[config.mk]
export PLATFORM = sky130hd
export DESIGN_NAME = alu_req_ctrl
export DESIGN_NICKNAME = d
export VERILOG_FILES = /design/src/rtl/alu_ctrl_pkg.sv /design/src/rtl/rr_arbiter2.sv /design/src/rtl/alu_req_ctrl.sv
export SDC_FILE = /design/constraint.sdc
export NUM_CORES = 1
export LEC_CHECK = 0
export CAP_MARGIN = 20
export CORE_UTILIZATION = 37
export CTS_CLUSTER_DIAMETER = 150
export DETAILED_ROUTE_END_ITERATION = 10
export PLACE_DENSITY = 0.79
export SYNTH_ARGS = -nofsm -noshare
export SYNTH_HDL_FRONTEND = slang
export SYNTH_SLANG_ARGS = --single-unit
[constraint.sdc]
create_clock -name clk -period 1.8 [get_ports clk]
set_clock_uncertainty 0.2 [all_clocks]
set_input_delay 0.36 -clock clk [delete_from_list [all_inputs] [get_ports clk]]
set_output_delay 0.36 -clock clk [all_outputs]
set_load 0.01 [all_outputs]
[src/rtl/alu_ctrl_pkg.sv]
// rtl/alu_ctrl_pkg.sv - opcodes, controller states, flag positions and op latency for alu_req_ctrl
package alu_ctrl_pkg;

  typedef enum logic [3:0] {
    OP_AND = 4'd0,
    OP_OR  = 4'd1,
    OP_XOR = 4'd2,
    OP_SHL = 4'd3,
    OP_SHR = 4'd4,
    OP_MOD = 4'd5,
    OP_ADD = 4'd6,
    OP_SUB = 4'd7,
    OP_MUL = 4'd8,
    OP_DIV = 4'd9,
    OP_CLR = 4'd15
  } alu_op_e;

  typedef enum logic [1:0] {
    ST_IDLE = 2'd0,
    ST_EXEC = 2'd1,
    ST_RESP = 2'd2
  } ctrl_state_e;

  // rsp_flags layout is {C,V,N,Z}
  localparam int FLAG_Z = 0;
  localparam int FLAG_N = 1;
  localparam int FLAG_V = 2;
  localparam int FLAG_C = 3;

  localparam logic [3:0] ALU_OP_ILLEGAL = 4'd15;
  localparam logic [3:0] FLAGS_ERR      = 4'b0001;

  function automatic logic op_is_legal(input logic [3:0] op);
    return (op <= OP_DIV) || (op == OP_CLR);
  endfunction

  function automatic int op_latency(input logic [3:0] op, input int mul_lat, input int div_lat);
    case (op)
      OP_MUL:  return mul_lat;
      OP_DIV:  return div_lat;
      default: return 1;
    endcase
  endfunction

endpackage

[src/rtl/rr_arbiter2.sv]
// rtl/rr_arbiter2.sv - two-input round-robin grant; pointer moves past the served requester
module rr_arbiter2 (
  input  logic       clk,
  input  logic       rst_n,
  input  logic [1:0] i_req,
  input  logic       i_serve,
  input  logic       i_served_id,
  output logic       o_any,
  output logic       o_grant_id
);

  logic r_ptr;

  always_ff @(posedge clk) begin
    if (!rst_n) begin
      r_ptr <= 1'b0;
    end else if (i_serve) begin
      r_ptr <= ~i_served_id;
    end
  end

  assign o_any      = |i_req;
  assign o_grant_id = i_req[r_ptr] ? r_ptr : ~r_ptr;

endmodule

[src/rtl/alu_req_ctrl.sv]
// rtl/alu_req_ctrl.sv - shares one external ALU between two requesters with valid/ready responses
// Option ALU_DIV0_CHECK_EN: MOD/DIV with b==0 skips EXEC and returns an error response.
module alu_req_ctrl
  import alu_ctrl_pkg::*;
#(
  parameter int N       = 4,
  parameter int MUL_LAT = 2,
  parameter int DIV_LAT = 5
) (
  input  logic         clk,
  input  logic         rst_n,
  input  logic         req0_valid,
  output logic         req0_ready,
  input  logic [N-1:0] req0_a,
  input  logic [N-1:0] req0_b,
  input  logic [3:0]   req0_op,
  input  logic         req1_valid,
  output logic         req1_ready,
  input  logic [N-1:0] req1_a,
  input  logic [N-1:0] req1_b,
  input  logic [3:0]   req1_op,
  output logic         rsp0_valid,
  input  logic         rsp0_ready,
  output logic         rsp1_valid,
  input  logic         rsp1_ready,
  output logic [N-1:0] rsp_y,
  output logic [N-1:0] rsp_x,
  output logic [N-1:0] rsp_z,
  output logic [N-1:0] rsp_w,
  output logic [3:0]   rsp_flags,
  output logic         rsp_err,
  output logic         busy,
  output logic [N-1:0] alu_a,
  output logic [N-1:0] alu_b,
  output logic [3:0]   alu_op,
  input  logic [N-1:0] alu_y,
  input  logic [N-1:0] alu_x,
  input  logic [N-1:0] alu_z,
  input  logic [N-1:0] alu_w,
  input  logic         alu_c,
  input  logic         alu_v,
  input  logic         alu_n
);

  localparam int MAX_LAT = (MUL_LAT > DIV_LAT) ? MUL_LAT : DIV_LAT;
  localparam int CNT_W   = $clog2(MAX_LAT + 1);

  ctrl_state_e r_state;
  ctrl_state_e w_state_nxt;

  logic [N-1:0]     r_a;
  logic [N-1:0]     r_b;
  logic [3:0]       r_op;
  logic             r_id;
  logic [CNT_W-1:0] r_cnt;

  logic [N-1:0] r_y;
  logic [N-1:0] r_x;
  logic [N-1:0] r_z;
  logic [N-1:0] r_w;
  logic [3:0]   r_flags;
  logic         r_err;

  logic         w_any;
  logic         w_grant_id;
  logic         w_accept;
  logic         w_serve;
  logic         w_div0;
  logic [N-1:0] w_sel_a;
  logic [N-1:0] w_sel_b;
  logic [3:0]   w_sel_op;

  logic [N-1:0] w_cap_y;
  logic [N-1:0] w_cap_x;
  logic [N-1:0] w_cap_z;
  logic [N-1:0] w_cap_w;
  logic [3:0]   w_cap_flags;
  logic         w_cap_err;

  rr_arbiter2 u_arb (
    .clk         (clk),
    .rst_n       (rst_n),
    .i_req       ({req1_valid, req0_valid}),
    .i_serve     (w_serve),
    .i_served_id (r_id),
    .o_any       (w_any),
    .o_grant_id  (w_grant_id)
  );

  assign w_sel_a  = w_grant_id ? req1_a  : req0_a;
  assign w_sel_b  = w_grant_id ? req1_b  : req0_b;
  assign w_sel_op = w_grant_id ? req1_op : req0_op;

  // Readies are gated by rst_n so every output reads 0 while reset is held.
  assign w_accept = rst_n && w_any && (r_state == ST_IDLE);
  assign w_serve  = (r_state == ST_RESP) && (r_id ? rsp1_ready : rsp0_ready);

`ifdef ALU_DIV0_CHECK_EN
  assign w_div0 = ((w_sel_op == OP_MOD) || (w_sel_op == OP_DIV)) && (w_sel_b == '0);
`else
  assign w_div0 = 1'b0;
`endif

  always_comb begin
    w_state_nxt = r_state;
    req0_ready  = 1'b0;
    req1_ready  = 1'b0;
    rsp0_valid  = 1'b0;
    rsp1_valid  = 1'b0;
    busy        = (r_state != ST_IDLE);
    alu_a       = '0;
    alu_b       = '0;
    alu_op      = '0;
    case (r_state)
      ST_IDLE: begin
        req0_ready = w_accept & ~w_grant_id;
        req1_ready = w_accept &  w_grant_id;
        if (w_accept) begin
          w_state_nxt = w_div0 ? ST_RESP : ST_EXEC;
        end
      end
      ST_EXEC: begin
        alu_a  = r_a;
        alu_b  = r_b;
        alu_op = op_is_legal(r_op) ? r_op : ALU_OP_ILLEGAL;
        if (r_cnt == CNT_W'(1)) begin
          w_state_nxt = ST_RESP;
        end
      end
      ST_RESP: begin
        rsp0_valid = ~r_id;
        rsp1_valid =  r_id;
        if (w_serve) begin
          w_state_nxt = ST_IDLE;
        end
      end
      default: w_state_nxt = ST_IDLE;
    endcase
  end

  // Only the words and flags that the opcode defines are kept; the rest read 0.
  always_comb begin
    w_cap_y     = '0;
    w_cap_x     = '0;
    w_cap_z     = '0;
    w_cap_w     = '0;
    w_cap_flags = FLAGS_ERR;
    w_cap_err   = 1'b1;
    if (op_is_legal(r_op)) begin
      w_cap_err = 1'b0;
      w_cap_y   = alu_y;
      if ((r_op == OP_MUL) || (r_op == OP_DIV)) begin
        w_cap_x = alu_x;
      end
      if (r_op == OP_DIV) begin
        w_cap_z = alu_z;
        w_cap_w = alu_w;
      end
      w_cap_flags         = '0;
      w_cap_flags[FLAG_C] = (r_op == OP_ADD) && alu_c;
      w_cap_flags[FLAG_V] = ((r_op == OP_ADD) || (r_op == OP_SUB)) && alu_v;
      w_cap_flags[FLAG_N] = (r_op == OP_SUB) && alu_n;
      w_cap_flags[FLAG_Z] = (alu_y == '0);
    end
  end

  always_ff @(posedge clk) begin
    if (!rst_n) begin
      r_state <= ST_IDLE;
      r_a     <= '0;
      r_b     <= '0;
      r_op    <= '0;
      r_id    <= 1'b0;
      r_cnt   <= '0;
      r_y     <= '0;
      r_x     <= '0;
      r_z     <= '0;
      r_w     <= '0;
      r_flags <= '0;
      r_err   <= 1'b0;
    end else begin
      r_state <= w_state_nxt;
      case (r_state)
        ST_IDLE: begin
          if (w_accept) begin
            r_a   <= w_sel_a;
            r_b   <= w_sel_b;
            r_op  <= w_sel_op;
            r_id  <= w_grant_id;
            r_cnt <= CNT_W'(op_latency(w_sel_op, MUL_LAT, DIV_LAT));
            if (w_div0) begin
              r_y     <= '0;
              r_x     <= '0;
              r_z     <= '0;
              r_w     <= '0;
              r_flags <= FLAGS_ERR;
              r_err   <= 1'b1;
            end
          end
        end
        ST_EXEC: begin
          r_cnt <= r_cnt - CNT_W'(1);
          if (r_cnt == CNT_W'(1)) begin
            r_y     <= w_cap_y;
            r_x     <= w_cap_x;
            r_z     <= w_cap_z;
            r_w     <= w_cap_w;
            r_flags <= w_cap_flags;
            r_err   <= w_cap_err;
          end
        end
        default: ;
      endcase
    end
  end

  assign rsp_y     = r_y;
  assign rsp_x     = r_x;
  assign rsp_z     = r_z;
  assign rsp_w     = r_w;
  assign rsp_flags = r_flags;
  assign rsp_err   = r_err;

endmodule

==> results.yml, run 1 <==
outcome:
  outcome: "finished with violations"
  failed_checks: "setup timing"
synthesis:
  syn_avg_cell_area_um2: 9.02
  netlist_top_cells_area: "dfxtp_1 (43%), mux2i_1 (7.5%), a21oi_1 (4.8%), o21ai_0 (4.5%), and2_1 (4.3%)"
  yosysUniqueCellTypes: 40
  synthFlopType: "dfxtp_1"
  ys_seq_area_share_pct: 42.7
  yosysTopAreaCell: "dfxtp_1"
  syn_inst: 208
  netlist.area_leader.share_pct: 42.7
  syn_area_mm2: 0.00188
  synth_edf_count: 0
  async_reset_ff_share_pct: 0
  synth-seq-cells: 40
  synth.yosys.warnings: 0
  synth_fp_nets: 259
clock_tree:
  path_clk_slew_ns: 0.08
  cts_root_buffer: "clkbuf_8"
  clk_latency_ns: 0.29
  cts_tree: "done"
  clock_path_buffers: 2
  cts_max_level: 2
  numCtsBuffers: 5
  postCtsHoldBufs: 0
  clock_sinks: 40
cells_and_area:
  most-common-layout-cells: "clkdlybuf4s50_1 (64), dfxtp_1 (37), buf_4 (29)"
  fillers: 395
  drive_above_1_share_pct: 30.1
  final_nets: 372
  syn_to_final_growth_pct: 72.3
  diodes: 0
  final_common_cell: "clkdlybuf4s50_1"
  stdcell_count: 389
  final_core_util_pct: 67.5
global_route:
  grt_pass1_vias: 1914
  track_usage_pct: 22.6
  grt_max_degree: 29
  antenna_found_initial: 0
  grt_remaining_overflow: 0
  grt_pass1_wl_mm: 9.20
worst_setup_path:
  cp_slowest_cell: "dfxtp_2"
  path_class: "flip-flop to primary output"
  cp-start-kind: "flip-flop"
  max_stage_delay_ns: 0.33
  path_max_fanout: 3
  arrival_ns: 1.33
  crit_required_ns: 1.24
  crit_buf_inv: 1
  endpoint_kind: "primary output"
  critical_path.top_delay_family: "simple AND/OR/NAND/NOR gates"
  path_cells: "or2_4 -> nor2_4 -> nand2_1 -> nor2_2 -> buf_2"
run:
  cap_viol_max_count: 0
die:
  ioPinCount: 87
  die_h_um: 73.2
  row_count: 25
  die_area_mm2: 0.00536
  initial_core_util_pct: 39.2
  fp.dieW_um: 73.2
  core_area_mm2: 0.00479
sta:
  min_period_ns: 1.89
  tightest_slew_ns: 0.437
  layout_setup_ws_ns: -0.0943
  hold_viol: 0
  relSlewSlack_pct: 70.8
  rsz0062_at_grt: "yes"
  fmax_ghz: 0.528
  finalCritPeriodShare_pct: 105
  drv_slew: 0
  setup_viol: 4
  whs_ns: 0.264
detailed_routing:
  drt_wl_total_mm: 5.81
  remaining_drc_errors: 0
  num_vias: 1945
  avgRoutedWirePerCell_um: 14.9
  dr.pass1.iters: 4
  postRouteAntennaNets: 0
  viasPerCell: 5.00
  drt_iter0_drc: 91
pwr:
  leakage_uw: 0.00136
  power_density_mw_per_mm2: 798
  peakVddDrop_mv: 0.562
placement:
  place.gp.congestion: 0.824
  dp.final_hpwl_mm: 3.84
  port_buffers: 86
  dp_cells: 375
hold_path:
  hp-class: "flip-flop to flip-flop"
cells in the mapped netlist (all sizes together), types with 5 or more instances:
master	n
nand2	12
dfxtp	40
a22oi	5
inv	5
a22o	8
and2	14
buf	6
a21boi	5
o21ai	17
nand3	6
clkbuf	8
mux2i	14
nor2	11
nor2b	9
a21oi	19
worst paths after layout:
path                                     end  slack [ns]  cells past startpoint        from
worst max-delay path              req1_ready       -0.09                      5  r_state[0]
worst min-delay path                rsp_y[2]        0.26                      2    rsp_y[2]
worst max register to register  rsp_flags[0]        0.05                      7  r_state[0]
worst min register to register      rsp_y[2]        0.26                      2    rsp_y[2]
registers in the layout (all words and copies together) (netlist names), 3 cells and up:
| register | count |
|---|---|
| r_a | 4 |
| r_b | 4 |
| r_op | 4 |
| rsp_flags | 4 |
| rsp_w | 4 |
| rsp_x | 4 |
| rsp_y | 4 |
| rsp_z | 4 |
| r_cnt | 3 |
worst register-to-register path, cell delays in order, from the launching register on:
cell	delay, ns
dfxtp_2	0.33
buf_6	0.12
and2b_2	0.22
buf_6	0.13
buf_4	0.14
and3_1	0.24
o21ai_0	0.19
a31oi_1	0.06
through the flow:
stage	cell area, µm²	setup TNS, ns	worst slack [ns]	power (µW)
CTS	3100	-0.345	-0.0958	2500
global route	3230	-0.653	-0.182	2700
detailed placement	2970	-9.87	-0.585	1660
global placement	2970	-9.65	-0.593	1650
floorplan	1880	0	0.00220	1320
finish	3230	-0.307	-0.0943	2580
metal layers:
layer  vias to the layer above  wire length, µm  share of wire, %  GRT usage, %
met1                       910             2600                45          28.8
li1                        969                -                 -             -
met3                         6              243               4.2          5.25
met2                        60             2910                50          37.7
met5                         -                0                 0             0
met4                         0               55              0.95          7.41
cell families (layout without fill, tap and decap cells):
| family | Yosys count | after routing | share of synthesized area (%) |
|---|---|---|---|
| flip-flops | 40 | 40 | 42.7 |
| buffers and inverters | 19 | 132 | 4.74 |
| AO/OA/AOI/OAI | 65 | 65 | 23.0 |
| multiplexers | 14 | 14 | 7.47 |
| adder cells (fa/ha/maj) | 2 | 2 | 1.33 |
| AND/OR/NAND/NOR | 68 | 69 | 20.8 |
where the power goes:
part,switching [µW],internal (µW)
sequential,50.4,957
clock,324,490
combinational,341,419
total,715,1870
cell type report:
cell class | count | area, µm² | share of cell area (%)
clock inverters | 1 | 30.0 | 0.929
multi-input cells | 150 | 1110 | 34.4
flip-flops and latches | 40 | 805 | 24.9
repair buffers | 119 | 1090 | 33.6
clock buffers | 7 | 96.3 | 2.98
well taps | 67 | 83.8 | 2.59
inverters | 5 | 18.8 | 0.581
timing repair:
action | in CTS | in global routing
endpoints found under the setup margin | 32 | 33
gates cloned | 1 | 0
setup buffers | 4 | 2
resized for setup | 85 | 36
pin swaps | 4 | 7
Power figures use the tool's default switching activity.
==> inputs of run 2 (changes only) <==
--- a/config.mk
+++ b/config.mk
@@ -5,7 +5,7 @@
 export SDC_FILE = /design/constraint.sdc
 export NUM_CORES = 1
 export LEC_CHECK = 0
-export CAP_MARGIN = 20
+export CAP_MARGIN = 5
 export CORE_UTILIZATION = 37
 export CTS_CLUSTER_DIAMETER = 150
 export DETAILED_ROUTE_END_ITERATION = 10
==> results of run 2 <==
No change in the layout: final DEF, timing and power equal those of run 1.
==> inputs of run 3 (changes only) <==
--- a/config.mk
+++ b/config.mk
@@ -8,6 +8,7 @@
 export CAP_MARGIN = 5
 export CORE_UTILIZATION = 37
 export CTS_CLUSTER_DIAMETER = 150
+export CTS_CLUSTER_SIZE = 14
 export DETAILED_ROUTE_END_ITERATION = 10
 export PLACE_DENSITY = 0.79
 export SYNTH_ARGS = -nofsm -noshare
==> constraint.sdc (replaced) <==
create_clock -name clk -period 1.8 [get_ports clk]
set_clock_uncertainty 0.2 [all_clocks]
set_input_delay 0.45 -clock clk [delete_from_list [all_inputs] [get_ports clk]]
set_output_delay 0.45 -clock clk [all_outputs]
set_load 0.01 [all_outputs]
==> run 3 against run 2 <==
Compared with the run above: sequential cell count did not move; sequential power about the same; sequential share of layout area down 0.19 points; combinational power is 3.4% higher; critical path type unchanged; die area stayed put; clock-buffer cell count is 2 lower; via count shrank 0.93%; final area increased by 2.0%; hold slack better by 0.0081 ns; critical path depth unchanged; the run still ends with setup timing left; wire length is 9.0% lower.
==> results.yml, run 3 (synthesis gave the netlist of run 1 again) <==
hold_path:
  hp-class: "flip-flop to flip-flop"
  worstHoldPathCells: 2
die:
  die_h_um: 73.2
  fp.dieW_um: 73.2
  core_area_mm2: 0.00479
  ioPinCount: 87
  die_area_mm2: 0.00536
  row_count: 25
  initial_core_util_pct: 39.2
cells_and_area:
  final_common_cell: "clkdlybuf4s50_1"
  most-common-layout-cells: "clkdlybuf4s50_1 (44), dfxtp_1 (35), buf_4 (26)"
  syn_to_final_growth_pct: 75.8
  drive_above_1_share_pct: 33.1
  fin_area_mm2: 0.00330
  final_core_util_pct: 68.9
  final_nets: 373
  diodes: 0
sta:
  drv_slew: 0
  tns_ns: -1.82
  relSlewSlack_pct: 72.2
  min_period_ns: 2.00
  hold_viol: 0
  rsz0062_at_grt: "yes"
  fmax_ghz: 0.501
  layout_setup_ws_ns: -0.196
  tightest_slew_ns: 0.417
  setup_viol: 16
  finalCritPeriodShare_pct: 111
clock_tree:
  cts_tree: "done"
  postCtsHoldBufs: 0
  cts_root_buffer: "clkbuf_8"
  clock_path_buffers: 2
  numCtsBuffers: 5
  cts_max_level: 2
  clk_latency_ns: 0.30
  path_clk_slew_ns: 0.08
  clock_sinks: 40
worst_setup_path:
  rr_worst_depth: 6
  path_class: "flip-flop to primary output"
  endpoint_kind: "primary output"
  arrival_ns: 1.35
  crit_required_ns: 1.15
  cp-start-kind: "flip-flop"
  path_max_fanout: 6
pwr:
  power_density_mw_per_mm2: 773
  totalPowerFinal_uw: 2550
  peakVddDrop_mv: 0.469
  leakage_uw: 0.00144
detailed_routing:
  drt_iter0_drc: 86
  postRouteAntennaNets: 0
  dr.pass1.iters: 4
  drt_wl_total_mm: 5.29
  remaining_drc_errors: 0
  num_vias: 1927
  avgRoutedWirePerCell_um: 13.6
  viasPerCell: 4.94
placement:
  port_buffers: 86
  pre_cts_ws_ns: -0.792
  place.gp.congestion: 0.754
  placed_area_mm2: 0.00297
  dp.final_hpwl_mm: 3.65
run:
  cap_viol_max_count: 0
global_route:
  grt_max_degree: 37
  grt_remaining_overflow: 0
  grt_pass1_vias: 1882
  antenna_found_initial: 0
  grt_pass1_wl_mm: 8.47
  track_usage_pct: 20.6
outcome:
  outcome: "finished with violations"
  failed_checks: "setup timing"
[run 3: changes by cell type in the layout (fill, tap and decap cells not counted), sizes merged]
cell / before / now
clkdlybuf4s15: 0 / 1
clkinv: 0 / 2
clkbuf: 7 / 5
buf: 50 / 52
clkdlybuf4s50: 64 / 44
dlymetal6s2s: 2 / 1
dlygate4sd2: 3 / 22
[run 3: metal layers]
| layer | track usage, % | part of all wire [%] |
|---|---|---|
| met1 | 25.1 | 46 |
| met2 | 35.1 | 49 |
| met3 | 5.11 | 4.6 |
| met4 | 6.97 | 1.2 |
| met5 | 0 | 0 |
[run 3: what timing repair did]
action                     in CTS  in global routing
pin swaps                      16                  4
setup endpoints to repair      65                 31
buffers inserted                7                  3
gates cloned                    1                  0
resized for setup             129                 34
[run 3: final cells by class]
| class | instances | area [µm²] |
|---|---|---|
| multi-input cells | 150 | 1150 |
| clock inverters | 3 | 47.5 |
| fillers | 411 | 1490 |
| flip-flops and latches | 40 | 815 |
| well taps | 67 | 83.8 |
| inverters | 5 | 18.8 |
| clock buffers | 5 | 68.8 |
| repair buffers | 120 | 1110 |
[run 3: report_power, final]
part | leakage (µW) | total (µW) | switching [µW] | internal (µW)
sequential | 0.000330 | 1020 | 57.8 | 957
clock | 0.0000583 | 746 | 329 | 417
combinational | 0.00105 | 786 | 340 | 446
total | 0.00144 | 2550 | 727 | 1820
[run 3: path summary, 6_finish.rpt]
check,end,slack [ns],startpoint
min reg2reg,rsp_y[2],0.27,rsp_y[2]
max,alu_op[3],-0.20,r_state[0]
min,rsp_y[2],0.27,rsp_y[2]
max reg2reg,r_cnt[0],0.03,u_arb.r_ptr
[run 3: metrics by stage]
stage | instances | hold WS [ns]
after detailed placement | 372 | 0.265
final | 390 | 0.272
after global routing | 390 | 0.292
after CTS | 388 | 0.281
after global placement | 372 | 0.250
after floorplan | 208 | 0.285
[run 3: worst max-delay path: stages (launching register included)]
cell and delay [ns]:
dfxtp_4 0.37, buf_4 0.14, and2b_4 0.19, buf_6 0.12, and2_4 0.13, buf_6 0.11
